--- config.mk ---
export PLATFORM = sky130hd
export DESIGN_NAME = disk_track_loader
export DESIGN_NICKNAME = d
export VERILOG_FILES = /design/src/rtl/disk_pkg.sv /design/src/rtl/dtl_prio_pick.sv /design/src/rtl/disk_track_loader.sv
export SDC_FILE = /design/constraint.sdc
export NUM_CORES = 1
export LEC_CHECK = 0
export BUFFER_PORTS_ARGS = -buffer_cell sky130_fd_sc_hd__buf_2
export CORE_ASPECT_RATIO = 0.8
export CORE_UTILIZATION = 45
export DETAILED_ROUTE_END_ITERATION = 12
export PLACE_DENSITY = 0.66
export SLEW_MARGIN = 5
export SYNTH_ARGS = -nofsm -noshare
export SYNTH_HDL_FRONTEND = slang
export SYNTH_SLANG_ARGS = --single-unit
--- constraint.sdc ---
create_clock -name clk_sys -period 7.6 [get_ports clk_sys]
set_input_delay 1.52 -clock clk_sys [delete_from_list [all_inputs] [get_ports clk_sys]]
set_output_delay 1.52 -clock clk_sys [all_outputs]
set_load 0.1 [all_outputs]
--- src/rtl/disk_pkg.sv ---
// Shared types and helpers for the multi-drive track loader.
package disk_pkg;

  typedef enum logic [1:0] {
    ST_IDLE  = 2'd0,
    ST_LOAD  = 2'd1,
    ST_FLUSH = 2'd2
  } dtl_state_e;

  localparam int NIB_SECS_PER_TRACK = 13;

  function automatic logic [31:0] lba_of_track(input logic [31:0] trk, input int spt);
    lba_of_track = trk * 32'(spt);
  endfunction

endpackage

--- src/rtl/dtl_prio_pick.sv ---
// Fixed-priority picker: returns the lowest index with a pending request.
module dtl_prio_pick
  import disk_pkg::*;
#(
  parameter int N = 2
) (
  input  logic [N-1:0] req,
  output logic [1:0]   idx,
  output logic         vld
);

  always_comb begin
    idx = '0;
    vld = 1'b0;
    for (int i = N - 1; i >= 0; i--) begin
      if (req[i]) begin
        idx = 2'(i);
        vld = 1'b1;
      end
    end
  end

endmodule

--- src/rtl/disk_track_loader.sv ---
// Streams whole tracks from the HPS block device into per-drive track RAM.
// Optional write-back of dirty tracks is enabled with TRACK_WRITEBACK_EN.
module disk_track_loader
  import disk_pkg::*;
#(
  parameter int DRIVES         = 2,
  parameter int SECS_PER_TRACK = NIB_SECS_PER_TRACK,
  parameter int TRACK_BITS     = 6,
  parameter int SEC_BITS       = 4
) (
  input  logic                         clk_sys,
  input  logic                         reset,
  input  logic [DRIVES*TRACK_BITS-1:0] track,
  input  logic [DRIVES-1:0]            img_mounted,
  input  logic [DRIVES-1:0]            img_present,
  input  logic [DRIVES-1:0]            track_dirty,
  input  logic                         sd_ack,
  output logic [31:0]                  sd_lba,
  output logic [DRIVES-1:0]            sd_rd,
  output logic [DRIVES-1:0]            sd_wr,
  output logic [1:0]                   act_drive,
  output logic [SEC_BITS-1:0]          track_sec,
  output logic                         cpu_wait,
  output logic [DRIVES-1:0]            dirty_clr
);

  localparam logic [SEC_BITS-1:0] LAST_SEC = SEC_BITS'(SECS_PER_TRACK - 1);

  dtl_state_e                state_q, state_d;
  logic [31:0]               sd_lba_q, sd_lba_d;
  logic [DRIVES-1:0]         sd_rd_q, sd_rd_d;
  logic [DRIVES-1:0]         wr_req_q, wr_req_d;
  logic [DRIVES-1:0]         dirty_clr_q, dirty_clr_d;
  logic [1:0]                act_drive_q, act_drive_d;
  logic [SEC_BITS-1:0]       track_sec_q, track_sec_d;
  logic                      cpu_wait_q, cpu_wait_d;
  logic [TRACK_BITS-1:0]     load_track_q, load_track_d;
  logic                      ack_dly_q;
  logic [TRACK_BITS-1:0]     cur_track_q [DRIVES];
  logic [TRACK_BITS-1:0]     cur_track_d [DRIVES];
  logic [DRIVES-1:0]         valid_q, valid_d, pend_q, pend_d;

  logic                      ack_rise, ack_fall, load_done;
  logic [1:0]                pick_idx;
  logic                      pick_vld;
  logic [TRACK_BITS-1:0]     pick_trk, pick_cur, act_trk;
  logic                      pick_valid, pick_dirty;
  logic [DRIVES-1:0]         pick_mask, act_mask;

`ifdef TRACK_WRITEBACK_EN
  localparam bit WB_EN = 1'b1;
  assign sd_wr     = wr_req_q;
  assign dirty_clr = dirty_clr_q;
`else
  localparam bit WB_EN = 1'b0;
  logic unused_wb;
  assign sd_wr     = '0;
  assign dirty_clr = '0;
  assign unused_wb = ^{wr_req_q, dirty_clr_q};
`endif

  assign ack_rise  = sd_ack & ~ack_dly_q;
  assign ack_fall  = ~sd_ack & ack_dly_q;
  assign sd_lba    = sd_lba_q;
  assign sd_rd     = sd_rd_q;
  assign act_drive = act_drive_q;
  assign track_sec = track_sec_q;
  assign cpu_wait  = cpu_wait_q;

  dtl_prio_pick #(.N(DRIVES)) u_pick (
    .req (pend_q),
    .idx (pick_idx),
    .vld (pick_vld)
  );

  always_comb begin
    pick_trk   = '0;
    pick_cur   = '0;
    pick_valid = 1'b0;
    pick_dirty = 1'b0;
    pick_mask  = '0;
    act_trk    = '0;
    act_mask   = '0;
    for (int i = 0; i < DRIVES; i++) begin
      if (2'(i) == pick_idx) begin
        pick_trk     = track[i*TRACK_BITS +: TRACK_BITS];
        pick_cur     = cur_track_q[i];
        pick_valid   = valid_q[i];
        pick_dirty   = track_dirty[i];
        pick_mask[i] = 1'b1;
      end
      if (2'(i) == act_drive_q) begin
        act_trk     = track[i*TRACK_BITS +: TRACK_BITS];
        act_mask[i] = 1'b1;
      end
    end
  end

  always_comb begin
    state_d      = state_q;
    sd_lba_d     = sd_lba_q;
    sd_rd_d      = sd_rd_q;
    wr_req_d     = wr_req_q;
    dirty_clr_d  = '0;
    act_drive_d  = act_drive_q;
    track_sec_d  = track_sec_q;
    cpu_wait_d   = cpu_wait_q;
    load_track_d = load_track_q;
    load_done    = 1'b0;
    case (state_q)
      ST_IDLE: begin
        if (pick_vld) begin
          act_drive_d = pick_idx;
          track_sec_d = '0;
          cpu_wait_d  = 1'b1;
          if (WB_EN && pick_valid && pick_dirty) begin
            state_d  = ST_FLUSH;
            sd_lba_d = lba_of_track(32'(pick_cur), SECS_PER_TRACK);
            wr_req_d = pick_mask;
          end else begin
            state_d      = ST_LOAD;
            sd_lba_d     = lba_of_track(32'(pick_trk), SECS_PER_TRACK);
            load_track_d = pick_trk;
            sd_rd_d      = pick_mask;
          end
        end
      end
      default: begin
        if (ack_rise) begin
          sd_lba_d = sd_lba_q + 32'd1;
          if (track_sec_q == LAST_SEC) begin
            sd_rd_d  = '0;
            wr_req_d = '0;
          end
        end
        if (ack_fall) begin
          if (track_sec_q == LAST_SEC) begin
            track_sec_d = '0;
            if (state_q == ST_FLUSH) begin
              // Write-back finished: chain straight into the load of the new track.
              dirty_clr_d  = act_mask;
              sd_lba_d     = lba_of_track(32'(act_trk), SECS_PER_TRACK);
              load_track_d = act_trk;
              sd_rd_d      = act_mask;
              state_d      = ST_LOAD;
            end else begin
              load_done  = 1'b1;
              cpu_wait_d = 1'b0;
              state_d    = ST_IDLE;
            end
          end else begin
            track_sec_d = track_sec_q + SEC_BITS'(1);
          end
        end
      end
    endcase
  end

  for (genvar gi = 0; gi < DRIVES; gi++) begin : g_drive
    logic [TRACK_BITS-1:0] trk;
    logic                  done_here;
    assign trk       = track[gi*TRACK_BITS +: TRACK_BITS];
    assign done_here = load_done && (act_drive_q == 2'(gi));
    // A track move during the load keeps pend set so the drive reloads right away.
    assign pend_d[gi]  = !img_present[gi] ? 1'b0 :
                         img_mounted[gi]  ? 1'b1 :
                         done_here        ? (trk != load_track_q) :
                         (pend_q[gi] | ~valid_q[gi] | (trk != cur_track_q[gi]));
    assign valid_d[gi] = !img_present[gi] ? 1'b0 :
                         img_mounted[gi]  ? 1'b0 :
                         done_here        ? 1'b1 : valid_q[gi];
    assign cur_track_d[gi] = done_here ? load_track_q : cur_track_q[gi];
  end

  always_ff @(posedge clk_sys) begin
    if (reset) begin
      state_q      <= ST_IDLE;
      sd_lba_q     <= '0;
      sd_rd_q      <= '0;
      wr_req_q     <= '0;
      dirty_clr_q  <= '0;
      act_drive_q  <= '0;
      track_sec_q  <= '0;
      cpu_wait_q   <= 1'b0;
      load_track_q <= '0;
      ack_dly_q    <= 1'b0;
      valid_q      <= '0;
      pend_q       <= '0;
    end else begin
      state_q      <= state_d;
      sd_lba_q     <= sd_lba_d;
      sd_rd_q      <= sd_rd_d;
      wr_req_q     <= wr_req_d;
      dirty_clr_q  <= dirty_clr_d;
      act_drive_q  <= act_drive_d;
      track_sec_q  <= track_sec_d;
      cpu_wait_q   <= cpu_wait_d;
      load_track_q <= load_track_d;
      ack_dly_q    <= sd_ack;
      valid_q      <= valid_d;
      pend_q       <= pend_d;
    end
    for (int i = 0; i < DRIVES; i++) begin
      cur_track_q[i] <= reset ? '0 : cur_track_d[i];
    end
  end

endmodule

==> results of run 1 <==
-- per-stage QoR --
step           utilization [%]  setup slack, ps  instance area [um2]  hold slack [ps]  power (mW)
6_report                  53.6             3580                 4360              471       0.888
5_1_grt                   53.6             3330                 4360              496       0.929
4_1_cts                   53.6             3540                 4360              470       0.894
3_5_place_dp              51.3             3170                 4170              461       0.605
3_3_place_gp              51.3             3180                 4170              452       0.601
2_1_floorplan                -             3550                 3890              448       0.559
-- registers in the layout, summed over array words and instances (netlist names), 2 cells and up --
signal and flops:
valid_q 2, track_sec 4, sd_lba 32, cur_track_q 12
sd_rd 2, pend_q 2, load_track_q 6
-- cell usage in the layout (no fill, tap or decap), drive strengths merged, types with 3 or more instances in the layout --
cell type	count
nand3	16
mux2i	22
o211ai	4
nor2	33
inv	18
clkinv	3
nand2	52
xor2	19
nand4	8
nand2b	4
and4	4
nor4	10
ha	18
a211oi	12
or3	17
xnor2	12
dfxtp	63
fa	3
mux2	3
clkbuf	12
nor3	15
a21oi	30
nor2b	4
buf	61
conb	5
and3	4
o41ai	5
o21ai	20
or4	6
o311ai	3
-- metal layers --
metal	up-vias	GRT usage (%)	share of wire [%]
met5	-	0	0
met4	0	6.44	1.2
met3	12	5.15	5.1
met2	101	33.9	43
met1	1654	32.0	50
li1	1738	-	-
-- final timing paths --
path         slack [ps]               start  cells past startpoint                  to
max                3580            track[2]                     10           sd_lba[7]
min                 470  cur_track_q[0][11]                      2  cur_track_q[0][11]
max reg2reg        3920           pend_q[0]                     10           sd_lba[7]
min reg2reg         470  cur_track_q[0][11]                      2  cur_track_q[0][11]
-- cell families (layout without fill, tap and decap cells) --
kind of cell / after synthesis / count (layout) / share of synthesized area [%]
and+or+nand+nor: 182 / 182 / 25.0
AOI/OAI and AO/OA: 90 / 90 / 15.3
DFF: 63 / 63 / 32.5
buffers and inverters: 47 / 95 / 6.16
xor gates and xnor gates: 31 / 31 / 7.00
muxes: 25 / 25 / 6.55
adders and majority gates: 21 / 21 / 7.36
other: 1 / 5 / 0.0967
-- power by group through the flow --
stage          registers [mW]  clock network (mW)  logic [mW]
2_1_floorplan           0.429                   0       0.130
6_report                0.365               0.288       0.235
5_1_grt                 0.367               0.305       0.257
4_1_cts                 0.365               0.295       0.235
3_3_place_gp            0.371                   0       0.230
3_5_place_dp            0.372                   0       0.233
-- worst max-delay path: cells and delay by family --
kind	cells	cell delay [ps]
XOR/XNOR	1	90
buffers and inverters	2	210
multiplexers	1	370
adder cells (fa/ha/maj)	3	1350
AO/OA/AOI/OAI	3	710
-- cell type report --
cell class,instances,area share [%]
multi-input cells,354,54.9
flip-flops and latches,63,28.9
repair buffers,61,7.18
clock buffers,12,3.33
well taps,108,3.10
inverters,18,1.55
clock inverters,4,1.03
==> flow_summary.ini, run 1 <==
[status]
status = finished, final reports clean

[placement]
hpwl_mm = 6.94
numPortBuffers = 58
gp_congestion = 0.813
dp_cells = 604

[timing]
fin_setup_tns_ps = 0
tightestPinTransition_ps = 1140
min_period_ps = 4020
relSlewSlack_pct = 23.9
fmax_mhz = 249
slew_viol_final = 0
finalHoldViolations = 0
fin_skew_ps = 13.0
rsz0062_at_grt = no
final-setup-viol-count = 0
fin_crit_sh_pct = 52.9

[power]
power_switching_share_pct = 35.8
pwr_density_cell_mw_per_mm2 = 204
p_comb_share_pct = 26.5
p_switching_mw = 0.318
peakVddDrop_v = 0.000159
power_frac_seq_pct = 41.1
clockPowerShare_pct = 32.4
power_leakage_nw = 1.78
intPower_mw = 0.570

[critical_path]
cp-start-kind = primary input
critical_path_arrival_ps = 4260
crit_chain = buf_2 -> mux2i_1 -> inv_1 -> ha_1 -> fa_1 -> fa_1 -> a21o_1 -> a21oi_1 -> xor2_1 -> a2111oi_0
crit_fanout = 5
cp-end-kind = register
worst-setup-path-type = in2reg
critPathRequiredTime_ps = 7840
cp_common_cell = fa_1
worst_path_largest_cell_delay_ps = 530
cpMaxStageDelayCell = fa_1

[cells_and_area]
fillers = 801
area_delta_synth_final_pct = 12.4
fin_nets = 549
num_antenna_cells = 0
regArea_mm2 = 0.00126
fin_cells = 620
drive_above_1_share_pct = 18.0
multi_input_area_mm2 = 0.00239

[global_routing]
grt_overflow_total = 0
track_usage_pct = 22.5
grt_max_degree = 49
grt_pass1_wl_mm = 15.9
antenna_found_initial = 0
grt_pass1_vias = 3309

[worst_hold_path]
hold_path.class = reg2reg

[logic_synthesis]
syn_area_mm2 = 0.00388
synthCells = 460
synth.distinct_cells = 57
yosysSeqAreaShare_pct = 32.5
synth_top_area_cell = dfxtp_1
synth_flop_cell = dfxtp_1
ys_ff_latch = 63
synthArstFlopShare_pct = 0
synth_top_area_share_pct = 32.5
syn_area_per_cell_um2 = 8.43
yosys-top-cells-area = dfxtp_1 33%, ha_1 5.8%, mux2i_1 5.7%, nand2_1 5.0%, xor2_1 4.3%
ys_warn_count = 0
synth_edf_count = 0
synth.top_cells.by_count = 63 x dfxtp_1, 52 x nand2_1, 32 x nor2_1
yosys.cell_count.top_type = dfxtp_1

[routing]
via_count = 3505
first_pass_iters = 4
via_per_inst = 5.65
antenna_left = 0
drt_iter0_markers = 130
wire_per_inst_um = 15.6
drc_errors = 0
routed_wl_mm = 9.66

[clock_tree]
ctsHoldBuffers = 0
cts_buffers = 9
tritoncts = done
clkTransAtPathRegs_ps = 70
cts.repair_timing.setup_buffer_count = 0
clock-sinks = 63
clock_insertion_delay_worst_skew_ps = 360
cts-htree-levels = 3
cts_buffer_depth = 2
post_cts_resized = 0
root_buffer = clkbuf_8

[die]
core_area_mm2 = 0.00813
pin_count = 66
rows = 29
initial_core_util_pct = 47.7
die_h_um = 85.0
die_area_mm2 = 0.00899
die_w_um = 106

[job]
cap_violations = 0
Note: power is estimated with default switching activity, not from simulation.
==> run 2, diff against run 1 <==
==> constraint.sdc (replaced) <==
create_clock -name clk_sys -period 4 [get_ports clk_sys]
set_input_delay 0.8 -clock clk_sys [delete_from_list [all_inputs] [get_ports clk_sys]]
set_output_delay 0.8 -clock clk_sys [all_outputs]
set_load 0.1 [all_outputs]
==> run 2 against run 1 <==
Against the previous run: via count is 0.40% lower; total power rose by 100%; die area stayed put; largest cell class unchanged; wire length down 0.86%; clock skew shrank 2.2 ps; largest power group unchanged.
==> flow_summary.ini, run 2 (synthesis gave the netlist of run 1 again) <==
[status]
status = finished, final reports clean

[job]
cap_violations = 0

[cells_and_area]
num_antenna_cells = 0
largest_reg_flops = 32
area_delta_synth_final_pct = 13.6
layout_commonest_cell = dfxtp_1
fin_nets = 550
drive_above_1_share_pct = 18.4
final_util_pct = 54.2
layout_common_cells = 63 x dfxtp_1, 58 x buf_2, 52 x nand2_1, 32 x nor2_1, 30 x a21oi_1
fillers = 790
design_area_mm2 = 0.00441
fin_cells = 620

[critical_path]
r2r-end = sd_lba[7]
crit_chain = nand2b_1 -> mux2_2 -> ha_1 -> fa_1 -> fa_1 -> a21o_1 -> a21oi_1 -> xor2_1 -> a2111oi_0
cp_common_cell = fa_1
cpMaxStageDelayCell = fa_1
reg2reg_slack_ps = 470
cp-end-kind = register
crit_fanout = 8
cp-start-kind = register
r2r-start = pend_q[0]
worst-setup-path-type = reg2reg
critPathBufInv = 0
critPathRequiredTime_ps = 4220
crit_family = adder cells
reg2reg_depth = 9
critical_path_arrival_ps = 3760
worst_path_largest_cell_delay_ps = 520

[global_routing]
grt_pass1_vias = 3215
grt_max_degree = 49
track_usage_pct = 22.7
grt_overflow_total = 0
grt_pass1_wl_mm = 16.2
antenna_found_initial = 0

[worst_hold_path]
hold_path_depth = 2
holdCritStartpoint = cur_track_q[0][6]
hold-path-endpoint = cur_track_q[0][6]
hold_path.class = reg2reg

[power]
power_frac_seq_pct = 38.9
pwr_density_cell_mw_per_mm2 = 404
p_comb_share_pct = 25.0
p_total_mw = 1.78
power_leakage_nw = 1.80
intPower_mw = 1.18
p_switching_mw = 0.602
peakVddDrop_v = 0.000284
clockPowerShare_pct = 36.0
power_switching_share_pct = 33.8

[clock_tree]
ctsHoldBuffers = 0
cts-htree-levels = 3
cts_buffers = 9
cts.repair_timing.setup_buffer_count = 0
post_cts_resized = 0
root_buffer = clkbuf_8
clock-sinks = 63
clkTransAtPathRegs_ps = 70
clock_insertion_delay_worst_skew_ps = 340
tritoncts = done
cts_buffer_depth = 2

[routing]
first_pass_iters = 4
drc_errors = 0
via_count = 3491
routed_wl_mm = 9.57
drt_iter0_markers = 199
via_per_inst = 5.63
wl_met3_um = 767
antenna_left = 0
wl_met1_mm = 4.57
met2WireLength_mm = 4.18
wire_per_inst_um = 15.4
highest_layer = met4

[die]
die_h_um = 85.0
initial_core_util_pct = 47.7
rows = 29
die_w_um = 106
pin_count = 66
core_area_mm2 = 0.00813
die_area_mm2 = 0.00899

[timing]
fin_setup_tns_ps = 0
fmax_mhz = 283
min_period_ps = 3530
fin_crit_sh_pct = 88.3
worst_slack_ps = 467
tightestPinTransition_ps = 1050
hold_slack_ps = 477
final-setup-viol-count = 0
fin_skew_ps = 10.8
slew_viol_final = 0
finalHoldViolations = 0
rsz0062_at_grt = no
relSlewSlack_pct = 29.7

[placement]
dp_slack_ps = 515
gp_congestion = 0.808
hpwl_mm = 6.86
placed_area_mm2 = 0.00418
dp_cells = 605
numPortBuffers = 58
-- run 2: cell count changes in the layout (fill, tap and decap cells not counted), sizes merged --
cell | previous run | this run
bufinv | 1 | 2
clkinv | 3 | 1
buf | 61 | 62
-- run 2: layer usage --
layer,global-route usage (%),vias to the layer above
met5,0,-
met4,4.92,0
met3,6.30,5
met2,33.4,114
met1,32.9,1630
li1,-,1742
-- run 2: area by class of cell --
cell class / instances / area [um2] / share of cell area (%)
flip-flops and latches: 63 / 1260 / 28.6
multi-input cells: 354 / 2390 / 54.3
well taps: 108 / 135 / 3.07
inverters: 18 / 67.6 / 1.53
clock buffers: 12 / 165 / 3.75
clock inverters: 3 / 65.1 / 1.48
repair buffers: 62 / 320 / 7.27
-- run 2: power groups by stage --
stage / registers [mW] / logic, mW / clock network (mW)
final: 0.694 / 0.446 / 0.642
after CTS: 0.692 / 0.446 / 0.656
after floorplan: 0.815 / 0.247 / 0
after detailed placement: 0.706 / 0.441 / 0
after global placement: 0.706 / 0.437 / 0
after global routing: 0.698 / 0.487 / 0.689
-- run 2: worst max-delay path by stage --
| stage | from | endpoint | slack, ps | depth (start not counted) |
|---|---|---|---|---|
| 3_3_place_gp | track[7] | sd_lba[7] | 530 | 9 |
| 3_5_place_dp | pend_q[0] | sd_lba[7] | 520 | 9 |
| 4_1_cts | pend_q[0] | sd_lba[7] | 440 | 9 |
| 6_report | pend_q[0] | sd_lba[7] | 470 | 9 |
| 2_1_floorplan | track[2] | sd_lba[7] | 670 | 9 |
| 5_1_grt | pend_q[0] | sd_lba[7] | 130 | 9 |
-- run 2: worst reg2reg max path: stages, from the launching register on --
cell and delay [ps]:
dfxtp_1 420, nand2b_1 410, mux2_2 430, ha_1 300, fa_1 520, fa_1 500, a21o_1 200, a21oi_1 170
xor2_1 90, a2111oi_0 380
==> run 3, diff against run 2 <==
--- a/config.mk
+++ b/config.mk
@@ -9,7 +9,7 @@
 export CORE_ASPECT_RATIO = 0.8
 export CORE_UTILIZATION = 45
 export DETAILED_ROUTE_END_ITERATION = 12
-export PLACE_DENSITY = 0.66
+export PLACE_DENSITY = 0.76
 export SLEW_MARGIN = 5
 export SYNTH_ARGS = -nofsm -noshare
 export SYNTH_HDL_FRONTEND = slang
==> run 3 against run 2 <==
Against the previous run: first-iteration DRC count grew 67%; clock power shrank 7.0%; design area shrank 0.43%; final cell count grew 0.16%; critical path type unchanged; sequential share of layout area grew 0.12 points; total power shrank 2.4%; critical path depth is the same; worst hold slack gained 0.59 ps; count of clock-buffer cells in the layout shrank 3; via count grew 0.86%; utilization shrank 0.23 points; largest power group unchanged.
==> flow_summary.ini, run 3 (synthesis gave the netlist of run 1 again) <==
[clock_tree]
ctsHoldBuffers = 0
tritoncts = done
clock-sinks = 63
cts_buffer_depth = 2
cts-htree-levels = 3
post_cts_resized = 0
clock_insertion_delay_worst_skew_ps = 340
cts.repair_timing.setup_buffer_count = 0
clkTransAtPathRegs_ps = 70
root_buffer = clkbuf_8
cts_buffers = 9

[die]
die_w_um = 106
core_area_mm2 = 0.00813
pin_count = 66
rows = 29
initial_core_util_pct = 47.7
die_area_mm2 = 0.00899
die_h_um = 85.0

[global_routing]
grt_pass1_vias = 3079
antenna_found_initial = 0
grt_pass1_wl_mm = 15.4
grt_overflow_total = 0
track_usage_pct = 21.4
grt_max_degree = 49

[critical_path]
cp-start-kind = register
critical_path_arrival_ps = 3770
critPathRequiredTime_ps = 4220
worst-setup-path-type = reg2reg
crit_fanout = 8
cp-end-kind = register

[timing]
min_period_ps = 3540
fin_crit_sh_pct = 88.6
fmax_mhz = 282
final-setup-viol-count = 0
relSlewSlack_pct = 25.8
fin_setup_tns_ps = 0
finalHoldViolations = 0
hold_slack_ps = 477
tightestPinTransition_ps = 1110
slew_viol_final = 0
rsz0062_at_grt = no
fin_skew_ps = 8.62

[worst_hold_path]
hold_path.class = reg2reg

[routing]
first_pass_iters = 5
via_per_inst = 5.67
drc_errors = 0
via_count = 3521
antenna_left = 0
drt_iter0_markers = 333
wire_per_inst_um = 15.3
routed_wl_mm = 9.52

[placement]
numPortBuffers = 58
dp_cells = 605
gp_congestion = 0.876
hpwl_mm = 6.83

[power]
peakVddDrop_v = 0.000216
pwr_density_cell_mw_per_mm2 = 396
p_total_mw = 1.74
power_leakage_nw = 1.79

[cells_and_area]
largest_reg_flops = 32
fin_nets = 550
layout_commonest_cell = dfxtp_1
layout_common_cells = 63 x dfxtp_1, 58 x buf_2, 52 x nand2_1, 32 x nor2_1, 30 x a21oi_1
drive_above_1_share_pct = 18.5
num_antenna_cells = 0
final_util_pct = 54.0
fin_cells = 621
area_delta_synth_final_pct = 13.2
fillers = 760

[status]
status = finished, final reports clean

[job]
cap_violations = 0
-- run 3: cell count changes in the layout (fill, tap and decap cells not counted), sizes merged --
cell	before	now
clkinv	1	4
clkinvlp	0	1
clkbuf	12	9
-- run 3: final timing paths --
| check | end | slack [ps] | from | cells past startpoint |
|---|---|---|---|---|
| hold / removal | cur_track_q[0][8] | 480 | cur_track_q[0][8] | 2 |
| hold reg to reg | cur_track_q[0][8] | 480 | cur_track_q[0][8] | 2 |
| setup reg to reg | sd_lba[7] | 460 | pend_q[0] | 9 |
| setup / recovery | sd_lba[7] | 460 | pend_q[0] | 9 |
-- run 3: critical path, stage by stage (launching register included) --
cell       delay (ps)
dfxtp_1           430
nand2b_1          430
mux2_2            420
ha_1              310
fa_1              530
fa_1              500
a21o_1            190
a21oi_1           170
xor2_1             90
a2111oi_0         350
-- run 3: metrics by stage --
step / worst slack (ps) / instance area [um2]
global route: 196 / 4390
detailed placement: 492 / 4180
CTS: 469 / 4390
finish: 456 / 4390
floorplan: 675 / 3890
global placement: 566 / 4180
-- run 3: cell type report --
cell class	instances	area (um2)	share of cell area, %
Clock buffer	9	124	2.82
Clock inverter	7	87.6	2.00
Inverter	18	67.6	1.54
Multi-Input combinational cell	354	2390	54.5
Sequential cell	63	1260	28.7
Tap cell	108	135	3.08
Timing Repair Buffer	62	320	7.30
-- run 3: power breakdown --
| part | internal (mW) | total [mW] | switching (mW) |
|---|---|---|---|
| clock network | 0.346 | 0.597 | 0.251 |
| registers | 0.652 | 0.693 | 0.0418 |
| logic | 0.131 | 0.448 | 0.318 |
-- run 3: metal layers --
layer	wire, um	part of all wire [%]	GRT usage, %	vias up
met5	0	0	0	-
met2	4230	44	32.7	104
li1	-	-	-	1740
met4	122	1.3	6.19	0
met3	507	5.3	3.23	12
met1	4660	49	31.2	1665
